## src/rtl/fmcw_sweep_seq_pkg.sv

```systemverilog
// ---------------------------------------------------------------------------
// fmcw_sweep_seq_pkg
// Shared constants for the FMCW chirp sweep sequencer.
//   - reset defaults for the sweep limits and step
//   - configuration register addresses and the CTRL mode bit position
//   - sequencer state encoding
// ---------------------------------------------------------------------------
package fmcw_sweep_seq_pkg;

  localparam int C_ADD_MIN_DEF = 13631;
  localparam int C_ADD_MAX_DEF = 14331;
  localparam int C_STEP_DEF    = 1;

  localparam logic [1:0] C_CFG_ADDR_MIN  = 2'd0;
  localparam logic [1:0] C_CFG_ADDR_MAX  = 2'd1;
  localparam logic [1:0] C_CFG_ADDR_STEP = 2'd2;
  localparam logic [1:0] C_CFG_ADDR_CTRL = 2'd3;

  // CTRL word: this bit selects sawtooth (1) or triangle (0); the low bits
  // below it carry the idle gap length in clock cycles.
  localparam int C_CTRL_MODE_BIT = 15;

  typedef enum logic [1:0] {
    ST_IDLE = 2'd0,
    ST_UP   = 2'd1,
    ST_DOWN = 2'd2,
    ST_GAP  = 2'd3
  } sweep_state_t;

endpackage

```

## src/rtl/fmcw_sweep_seq.sv

```systemverilog
// ---------------------------------------------------------------------------
// fmcw_sweep_seq
// Chirp sweep sequencer. Owns the phase-increment accumulator and runs
// triangle or sawtooth chirps with a programmable idle gap. Limits written
// through the config port sit in shadow registers and are copied into the
// active set only when a chirp starts.
//
// Ports
//   CK_i        system clock
//   XARST_i     asynchronous active-low reset
//   CFG_WR_i    config write strobe (one cycle)
//   CFG_ADDR_i  0=ADD_MIN 1=ADD_MAX 2=STEP 3=CTRL
//   CFG_DAT_i   write data; CTRL: [15]=MODE, [C_GAP_W-2:0]=GAP
//   RUN_i       sweep enable level
//   ADDs_o      integer part of the accumulator (phase increment)
//   DN_XUP_o    high while ramping down
//   CHIRP_ST_o  one-cycle pulse on the first UP cycle of a chirp
//   GAP_o       high while in the idle gap
//   BUSY_o      high whenever the sequencer is not idle
//   CFG_ERR_o   sticky; a chirp start found ADD_MIN >= ADD_MAX
// ---------------------------------------------------------------------------
module fmcw_sweep_seq
  import fmcw_sweep_seq_pkg::*;
#(
  parameter int C_ADD_W  = 14,
  parameter int C_FRAC_W = 12,
  parameter int C_GAP_W  = 16
) (
  input  logic               CK_i,
  input  logic               XARST_i,
  input  logic               CFG_WR_i,
  input  logic [1:0]         CFG_ADDR_i,
  input  logic [15:0]        CFG_DAT_i,
  input  logic               RUN_i,
  output logic [C_ADD_W-1:0] ADDs_o,
  output logic               DN_XUP_o,
  output logic               CHIRP_ST_o,
  output logic               GAP_o,
  output logic               BUSY_o,
  output logic               CFG_ERR_o
);

  localparam int ACC_W = C_ADD_W + C_FRAC_W;
  localparam logic [C_ADD_W-1:0]  ADD_MIN_RST = C_ADD_W'(C_ADD_MIN_DEF);
  localparam logic [C_ADD_W-1:0]  ADD_MAX_RST = C_ADD_W'(C_ADD_MAX_DEF);
  localparam logic [15:0]         STEP_RST    = 16'(C_STEP_DEF);
  localparam logic [C_FRAC_W-1:0] FRAC_ZERO   = '0;

  logic [C_ADD_W-1:0]  sh_min, sh_max, act_min, act_max, act_min_nxt, act_max_nxt;
  logic [15:0]         sh_step, act_step, act_step_nxt;
  logic                sh_mode, act_mode, act_mode_nxt;
  logic [C_GAP_W-2:0]  sh_gap, act_gap, act_gap_nxt;

  sweep_state_t        state, state_nxt;
  logic [ACC_W-1:0]    acc, acc_nxt;
  logic [C_GAP_W-1:0]  gap_cnt, gap_cnt_nxt;
  logic                err_nxt, chirp_nxt;
  logic                chirp_end, want_apply;

  logic [ACC_W-1:0]    min_acc, max_acc;
  logic [ACC_W:0]      up_sum, dn_lim;

  assign min_acc = {act_min, FRAC_ZERO};
  assign max_acc = {act_max, FRAC_ZERO};
  // One guard bit so the limit compares stay correct when MAX sits near
  // the top of the accumulator range and STEP is large.
  assign up_sum  = {1'b0, acc} + (ACC_W+1)'(act_step);
  assign dn_lim  = {1'b0, min_acc} + (ACC_W+1)'(act_step);

  assign ADDs_o  = acc[ACC_W-1:C_FRAC_W];

  // Shadow config registers: written any time, read only by a chirp start.
  always_ff @(posedge CK_i or negedge XARST_i) begin
    if (!XARST_i) begin
      sh_min  <= ADD_MIN_RST;
      sh_max  <= ADD_MAX_RST;
      sh_step <= STEP_RST;
      sh_mode <= 1'b0;
      sh_gap  <= '0;
    end else if (CFG_WR_i) begin
      case (CFG_ADDR_i)
        C_CFG_ADDR_MIN:  sh_min  <= CFG_DAT_i[C_ADD_W-1:0];
        C_CFG_ADDR_MAX:  sh_max  <= CFG_DAT_i[C_ADD_W-1:0];
        C_CFG_ADDR_STEP: sh_step <= CFG_DAT_i;
        default: begin
          sh_mode <= CFG_DAT_i[C_CTRL_MODE_BIT];
          sh_gap  <= CFG_DAT_i[C_GAP_W-2:0];
        end
      endcase
    end
  end

  // Next-state, accumulator and apply logic.
  always_comb begin
    state_nxt    = state;
    acc_nxt      = acc;
    gap_cnt_nxt  = gap_cnt;
    act_min_nxt  = act_min;
    act_max_nxt  = act_max;
    act_step_nxt = act_step;
    act_mode_nxt = act_mode;
    act_gap_nxt  = act_gap;
    err_nxt      = CFG_ERR_o;
    chirp_nxt    = 1'b0;
    chirp_end    = 1'b0;
    want_apply   = 1'b0;

    case (state)
      ST_IDLE: begin
        acc_nxt = min_acc;
        if (RUN_i) want_apply = 1'b1;
      end
      ST_UP: begin
        // Sawtooth holds MAX for one visible cycle before the chirp ends;
        // triangle turns straight into DOWN showing MAX on its first cycle.
        if (act_mode && (acc == max_acc)) begin
          chirp_end = 1'b1;
        end else if (up_sum >= {1'b0, max_acc}) begin
          acc_nxt = max_acc;
          if (!act_mode) state_nxt = ST_DOWN;
        end else begin
          acc_nxt = up_sum[ACC_W-1:0];
        end
      end
      ST_DOWN: begin
        if ({1'b0, acc} <= dn_lim) chirp_end = 1'b1;
        else acc_nxt = acc - ACC_W'(act_step);
      end
      default: begin
        acc_nxt = min_acc;
        if (gap_cnt == '0) begin
          if (RUN_i) want_apply = 1'b1;
          else       state_nxt  = ST_IDLE;
        end else begin
          gap_cnt_nxt = gap_cnt - C_GAP_W'(1);
        end
      end
    endcase

    if (chirp_end) begin
      acc_nxt = min_acc;
      if (!RUN_i) begin
        state_nxt = ST_IDLE;
      end else if (act_gap != '0) begin
        state_nxt   = ST_GAP;
        gap_cnt_nxt = C_GAP_W'(act_gap) - C_GAP_W'(1);
      end else begin
        want_apply = 1'b1;
      end
    end

    // Chirp start: take the shadow set, or refuse it and park in IDLE at
    // the still-active minimum.
    if (want_apply) begin
      if (sh_min < sh_max) begin
        act_min_nxt  = sh_min;
        act_max_nxt  = sh_max;
        act_step_nxt = (sh_step == '0) ? 16'd1 : sh_step;
        act_mode_nxt = sh_mode;
        act_gap_nxt  = sh_gap;
        acc_nxt      = {sh_min, FRAC_ZERO};
        state_nxt    = ST_UP;
        chirp_nxt    = 1'b1;
      end else begin
        err_nxt   = 1'b1;
        acc_nxt   = min_acc;
        state_nxt = ST_IDLE;
      end
    end
  end

  // State, accumulator, active config and registered status flags.
  always_ff @(posedge CK_i or negedge XARST_i) begin
    if (!XARST_i) begin
      state      <= ST_IDLE;
      acc        <= {ADD_MIN_RST, FRAC_ZERO};
      gap_cnt    <= '0;
      act_min    <= ADD_MIN_RST;
      act_max    <= ADD_MAX_RST;
      act_step   <= STEP_RST;
      act_mode   <= 1'b0;
      act_gap    <= '0;
      CFG_ERR_o  <= 1'b0;
      CHIRP_ST_o <= 1'b0;
      DN_XUP_o   <= 1'b0;
      GAP_o      <= 1'b0;
      BUSY_o     <= 1'b0;
    end else begin
      state      <= state_nxt;
      acc        <= acc_nxt;
      gap_cnt    <= gap_cnt_nxt;
      act_min    <= act_min_nxt;
      act_max    <= act_max_nxt;
      act_step   <= act_step_nxt;
      act_mode   <= act_mode_nxt;
      act_gap    <= act_gap_nxt;
      CFG_ERR_o  <= err_nxt;
      CHIRP_ST_o <= chirp_nxt;
      DN_XUP_o   <= (state_nxt == ST_DOWN);
      GAP_o      <= (state_nxt == ST_GAP);
      BUSY_o     <= (state_nxt != ST_IDLE);
    end
  end

endmodule

```

## config.mk

```make
export PLATFORM = sky130hd
export DESIGN_NAME = fmcw_sweep_seq
export DESIGN_NICKNAME = d
export VERILOG_FILES = /design/src/rtl/fmcw_sweep_seq_pkg.sv /design/src/rtl/fmcw_sweep_seq.sv
export SDC_FILE = /design/constraint.sdc
export NUM_CORES = 1
export LEC_CHECK = 0
export ABC_AREA = 1
export CAP_MARGIN = 20
export CORE_MARGIN = 4
export CORE_UTILIZATION = 50
export CTS_CLUSTER_SIZE = 30
export DETAILED_ROUTE_END_ITERATION = 16
export HOLD_SLACK_MARGIN = 0.05
export PLACE_DENSITY = 0.78
export REMOVE_ABC_BUFFERS = 1
export SYNTH_ARGS = -nofsm -noshare
export SYNTH_HDL_FRONTEND = slang
export SYNTH_SLANG_ARGS = --single-unit
```

## constraint.sdc

```tcl
create_clock -name CK_i -period 4.5 [get_ports CK_i]
set_input_delay 0.45 -clock CK_i [delete_from_list [all_inputs] [get_ports CK_i]]
set_output_delay 0.45 -clock CK_i [all_outputs]
set_load 0.01 [all_outputs]
```

== Word-level counts from Yosys, hierarchy flattened ==
Cells that the tools add are included.
Operators by class
  add/sub/neg operators: 5
  $lt $le $gt $ge: 3
  eq/ne operators: 9
  multiplexer cells: 35
  bitwise operators: 2
  reductions and logical operators: 18
Operator list (number)
  two-way mux 26 bit: 6
  two-way mux 16 bit: 6
  adder 26 x 16 -> 27 bit: 2
  one-hot mux 26 bit (2 select lines): 1
  logical NOT 16 bit: 2
  greater-or-equal comparator 27 x 26 -> 1 bit: 1
  <= comparator 26 x 27 -> 1 bit: 1
  equality test 26 bit: 1
  subtractor 26 x 16 -> 26 bit: 1
  two-way mux 2 bit: 9
  subtractor 15 x 1 -> 16 bit (second input constant): 1
  subtractor 16 x 1 -> 16 bit (second input constant): 1
  nonzero test 15 bit: 1
  less-than comparator 14 bit: 1
  AND reduction 2 bit: 7
  two-way mux 1 bit: 10
  equality test 2 bit (second input constant): 4
  != test 4 bit (second input constant): 2
  OR reduction 3 bit: 2
  equality test 2 x 1 -> 1 bit (second input constant): 2
  logical NOT 2 bit: 2
  one-hot mux 1 bit (2 select lines): 2
  one-hot mux 2 bit (2 select lines): 1
  OR reduction 2 bit: 2
  other kinds (3): 4
Word-level totals
  bits in registers: 169
  bits of input ports: 22
  output and inout bits: 19
  word-level logic and storage cells: 90

== Depth between registers and ports, before layout ==
  depth after elaboration: 10
  gate-level depth with buffers: 34
  depth with buffers taken out: 32

== Least setup slack after synthesis ==
No wires, ideal clock.
  path kind: register -> register
  start point: reg act_step[0]
  end point: reg acc[18]
  setup time: 117 ps
  data arrival time: 3458 ps
  data required time: 4383 ps
  slack: 925 ps
  stages on the path, launching flop included: 33
  buffers on the path: 1
  period minus slack after synthesis: 3575 ps
  cells stage by stage: dfstp_2 -> ha_1 -> fa_1 -> nand2_1 -> nand2_1 -> nand3_1 -> nand2_1 -> nand2_1 -> nand2_2 -> nand2_1 -> nand2_1 -> nand2_1 -> xor2_1 -> inv_1 -> ha_1 -> nand2_1 -> nor2_1 -> nand3_1 -> nor2_1 -> nand3_1 -> nor2_1 -> nand3_1 -> nor2_1 -> nand3_2 -> nand2_4 -> buf_6 -> nand2_1 -> nand3_1 -> nand2_1 -> nand3_1 -> nand2_1 -> nand2_1 -> nand2_1
On the way
  cells in the longest elaborated chain, start to end: 7
  elaborated cells between the ends (all ways): 17
  those cells by class: 3 x add/sub; 2 x order compare; 2 x eq/ne; 9 x mux; 1 x reduce/logical
Ends and longest elaborated chain
  from (decl): RTL line fmcw_sweep_seq.sv:50  | logic [15:0] sh_step, act_step, act_step_nxt;
  from (signal assigned): RTL line fmcw_sweep_seq.sv:194  | act_step <= act_step_nxt;
  adder 26 x 16 -> 27 bit (on tied branches): RTL line fmcw_sweep_seq.sv:68, fmcw_sweep_seq.sv:67
  <= comparator 26 x 27 -> 1 bit or greater-or-equal comparator 27 x 26 -> 1 bit (tied branches): RTL line fmcw_sweep_seq.sv:126, fmcw_sweep_seq.sv:118
  two-way mux 1 bit or two-way mux 26 bit (tied branches): RTL line fmcw_sweep_seq.sv:126, fmcw_sweep_seq.sv:118
  one-hot mux 1 bit (2 select lines) or two-way mux 26 bit (tied branches): RTL line fmcw_sweep_seq.sv:108, fmcw_sweep_seq.sv:116
  two-way mux 1 bit or one-hot mux 26 bit (2 select lines) (tied branches): RTL line fmcw_sweep_seq.sv:140, fmcw_sweep_seq.sv:108
  != test 4 bit (no line) or two-way mux 26 bit (tied branches)
  AND reduction 2 bit (no line) or two-way mux 26 bit (tied branches)
  to (signal assigned): RTL line fmcw_sweep_seq.sv:176  | acc <= {ADD_MIN_RST, FRAC_ZERO};
  to (signal assigned): RTL line fmcw_sweep_seq.sv:190  | acc <= acc_nxt;
  to (decl): RTL line fmcw_sweep_seq.sv:55  | logic [ACC_W-1:0] acc, acc_nxt;
Several ways; a longest one is shown, not always the timed one. The select of a mux whose other input is x is not followed.
A chain may end at the register's enable or synchronous reset.

== Worst setup path after layout ==
  start point: reg act_step[14]
  end point: reg act_gap[14]
On the way
  cells in the longest elaborated chain, start to end: 6
Ends and longest elaborated chain
  adder 26 x 16 -> 27 bit: RTL line fmcw_sweep_seq.sv:68  | assign dn_lim = {1'b0, min_acc} + (ACC_W+1)'(act_step);
  <= comparator 26 x 27 -> 1 bit: RTL line fmcw_sweep_seq.sv:126  | if ({1'b0, acc} <= dn_lim) chirp_end = 1'b1;
  two-way mux 1 bit: RTL line fmcw_sweep_seq.sv:126
  one-hot mux 1 bit (2 select lines): RTL line fmcw_sweep_seq.sv:108  | case (state)
  two-way mux 1 bit: RTL line fmcw_sweep_seq.sv:140  | if (chirp_end) begin
  AND reduction 2 bit (no line)
  to (signal assigned): RTL line fmcw_sweep_seq.sv:196  | act_gap <= act_gap_nxt;
  to (decl): RTL line fmcw_sweep_seq.sv:52  | logic [C_GAP_W-2:0] sh_gap, act_gap, act_gap_nxt;
Every way passes these cells.

==> results summary <==
The run finished with clean final reports. The worst endpoint data arrival time is ~4.5 ns. Dividing the detail-routed wire length by the instance count gives between 15 and 20 um.

The share of the core filled with cells is between 50% and 60%. The deepest clock path buffer count is 2. The placement row count came out at between 50 and 60. The total placed cells including tap cells came out at slightly above 2,000.

The largest net degree at the start of global routing is 118. The number of failing setup endpoints in the final timing report came out at 0. The share of cells above drive strength 1 is 10.5%. The measured slew at the worst slew-check pin is 1.00 ns. The most area-hungry cell type in the Yosys netlist is sky130_fd_sc_hd__dfrtp_1. The net count reported at finish came out at roughly 1,900.

For this run the aggregate overflow at the end of global routing stands at 0. In this run the critical register-to-register path is captured at act_gap[14]. The met2 routing resource usage after global routing is 42.0%. The mux contribution to synthesized area is less than 1%.

The post-route setup TNS came out at 0 ns. The standby leakage power came out at between 6 and 7 nW. The mean instance size in the synthesized netlist came out at slightly above 7 um^2.

The register bit count reported by yosys came out at 169. The post-route standard cell area excluding fillers came out at about 14,000 um^2. The delay of the slowest cell on the worst path is ~0.42 ns.

The warning count from the yosys run came out at 0. The hold slack is around 0.43 ns. The initial standard-cell utilization of the core is between 50 and 60%. VDD sags by at most 0.353 mV. The total wire length after detailed routing came out at 36,700 um. The fraction of the mapped netlist area in adder cells is roughly 9.1%. The commonest cells after synthesis are 507 x sky130_fd_sc_hd__nand2_1, 225 x sky130_fd_sc_hd__inv_1, 158 x sky130_fd_sc_hd__o21ai_0.

Across every metal layer, demand over resource in global routing totals approximately a quarter. For this design, the sink count on the clock tree is 169. The core footprint is approximately 24,000 um^2. The dominant combinational cell family by area after synthesis is simple AND/OR/NAND/NOR gates. The insertion delay of the later-clocked pin in the worst-skew pair came out at about 0.44 ns. The overall power consumption is 10.5 mW. Summed over all nets, the half-perimeter wirelength after detailed placement is roughly 28,000 um. Input and output buffers added on the ports amount to 40. The reported max-cap violation count came out at 0. The number of instances in the synthesized netlist is approximately 1,800. Leaving out filler cells and counting taps, the final layout contains around 2,100. The cell area power density is 758 nW/um^2.

The total of fill cells in the finished design is roughly 2,300. The residual antenna-violating net count after detailed routing came out at 0. Clock tree synthesis selected as its root buffer the cell sky130_fd_sc_hd__clkbuf_16.

The chip height came out at about 170 um. The worst-case clock skew is between 0.009 and 0.01 ns. Measured against its own limit, the worst slew margin works out to approximately 33%. In this run, CTS created clock tree buffers numbering 17. Summing the areas of all compound-gate instances in the mapped netlist gives a little over an eighth of the synthesized area. The number of synthesized flops with an enable pin is 0. The congestion estimate from routability-driven global placement came to ~0.95. The post-route DRC violation count came out at 0.

The layer flagged by global routing as most heavily used is met2. The width of the chip is between 150 and 200 um. The worst setup path is launched from a register. The synthesized design devotes to its leading area cell type 22.7% of total area. The launching point of the worst reg2reg path is act_step[14].

The worst hold path belongs to the class input pin to async pin. The commonest register cell after synthesis is sky130_fd_sc_hd__dfrtp_1. In the post-synthesis netlist, the biggest area contributors are sky130_fd_sc_hd__dfrtp_1 23%, sky130_fd_sc_hd__nand2_1 15%, sky130_fd_sc_hd__dfstp_2 12%, sky130_fd_sc_hd__ha_1 8.6%, sky130_fd_sc_hd__inv_1 6.8%. The initial antenna violation count was 0. The slowest stage of the critical path belongs to the cell sky130_fd_sc_hd__dfrtp_1.

The via count of the first global-routing pass was 10,900. The sequential share of the synthesized area is 34.5%. For this block, the initial DRC count from the detailed router was roughly 1,100. The share of the cycle needed by the critical path after routing came out at about 92%. The critical path is of the register to register type. The final critical-path required period is around 4.2 ns. The detailed router placed between 10,000 and 15,000 vias in this run. The xor and xnor fraction of the mapped netlist area is ~4.1%. Of all flip-flops after synthesis, the portion carrying an async set or reset was 100%. The minimum setup slack in the final design came out at roughly 0.35 ns. Compared with the post-synthesis result, the final layout area differs by 11.2%. Summing all placed instances gives a cell area of ~13,000 um^2. Following the worst setup path forward leads to its endpoint at act_gap[14]. After Yosys synthesis, and, or, nand and nor cells account for about 28% of the synthesized area. The overall die area is 27,500 um^2.

The ratio of routed vias to standard cells is 5.52. The worst reg-to-reg setup slack came out at 0.35 ns. The worst setup path is captured at a register. The first-pass GRT wire length is a little under 60,000 um. The number of H-tree branching levels is 4. Along the worst path, the maximum fanout reaches 21. The global-route met3 utilization is ~3.5%.

Among the stages of the critical path, the cell type that occurs most often is sky130_fd_sc_hd__nand2_1. The data required time of the critical path came out at 4.87 ns. TritonCTS built the clock tree. The most critical setup path has its startpoint at act_step[14]. The global-route met1 utilization came out at a little under two fifths. The number of max-slew violations in the final report is 0.

For this design the top-level I/O count stands at 41. The depth of the most critical reg-to-reg path came out at 29. At the placement stage, the worst setup path has a slack of 0.153 ns. The hold violation count in the final report is 0. The length of the first detailed-routing pass in iterations is 6. The number of antenna diodes came out at 0.

The mapped netlist covers 12,500 um^2. sky130_fd_sc_hd__nand2_1 is the most common cell in the netlist. The maximum frequency from static timing analysis is ~0.24 GHz. The distinct cell type count of the synthesized netlist is between 40 and 50.

The clock transition at the registers of the reported paths is 0.07 ns.
-- flip-flops by register name, indices dropped and copies added (netlist names), 2 cells and up --
register	flops
acc	26
act_step	16
gap_cnt	16
sh_step	16
act_gap	15
sh_gap	15
act_max	14
act_min	14
sh_max	14
sh_min	14
state	2
-- cells by family after synthesis --
| group | after synthesis |
|---|---|
| flip-flops | 169 |
| XOR/XNOR | 59 |
| buffers and inverters | 306 |
| AO/OA/AOI/OAI | 309 |
| adder cells (fa/ha/maj) | 89 |
| AND/OR/NAND/NOR | 829 |
| multiplexers | 1 |
-- power by group --
group	internal [mW]	switching, mW
sequential	2.14	0.573
combinational	2.18	4.05
clock	0.903	0.650
total	5.22	5.27
-- critical path: cells and delay by family (launching register included) --
kind                       cells  cell delay [ns]
AOI/OAI and AO/OA              3             0.31
xor gates and xnor gates       1             0.18
adders and majority gates      2             0.66
buffers and inverters          3             0.42
DFF                            1             0.42
and+or+nand+nor               20             2.05
-- placed cells by master (no fill, tap or decap), types with 25 or more instances in the layout --
master                              n
sky130_fd_sc_hd__clkdlybuf4s50_1   39
sky130_fd_sc_hd__nand2_1          507
sky130_fd_sc_hd__nor2_1           145
sky130_fd_sc_hd__dfrtp_1          113
sky130_fd_sc_hd__a21oi_1           77
sky130_fd_sc_hd__buf_4             25
sky130_fd_sc_hd__nand3_1           96
sky130_fd_sc_hd__inv_1            224
sky130_fd_sc_hd__dfstp_2           56
sky130_fd_sc_hd__nand4_1           27
sky130_fd_sc_hd__o21ai_0          157
sky130_fd_sc_hd__xor2_1            51
sky130_fd_sc_hd__ha_1              78
-- worst min path at each step --
stage,slack [ns],from,endpoint
2_1_floorplan,0.15,XARST_i,BUSY_o
3_5_place_dp,0.45,sh_gap[7],act_gap[7]
4_1_cts,0.22,XARST_i,gap_cnt[8]
6_report,0.43,XARST_i,gap_cnt[8]
3_3_place_gp,0.45,sh_gap[6],act_gap[6]
5_1_grt,0.46,XARST_i,gap_cnt[8]
-- cell type report --
cell class | count | area [um^2] | area share [%]
Tap cell | 324 | 405 | 2.93
Clock buffer | 18 | 439 | 3.17
Multi-Input combinational cell | 1287 | 6900 | 49.8
Inverter | 234 | 885 | 6.39
Timing Repair Buffer | 73 | 739 | 5.34
Clock inverter | 14 | 188 | 1.36
Sequential cell | 169 | 4300 | 31.0
-- layer usage --
metal	up-vias	wire, um	part of all wire (%)
li1	5688	-	-
met1	5485	16300	45
met2	462	16900	46
met3	57	2550	7.0
met4	0	868	2.4
met5	-	0	0
-- repair_timing --
action	CTS	global route
gates resized for setup	0	21
endpoints found under the hold margin	0	24
buffers inserted	0	5
endpoints found under the setup margin	0	107
hold buffers	0	1
No activity file was read; power rests on OpenSTA's default activity.
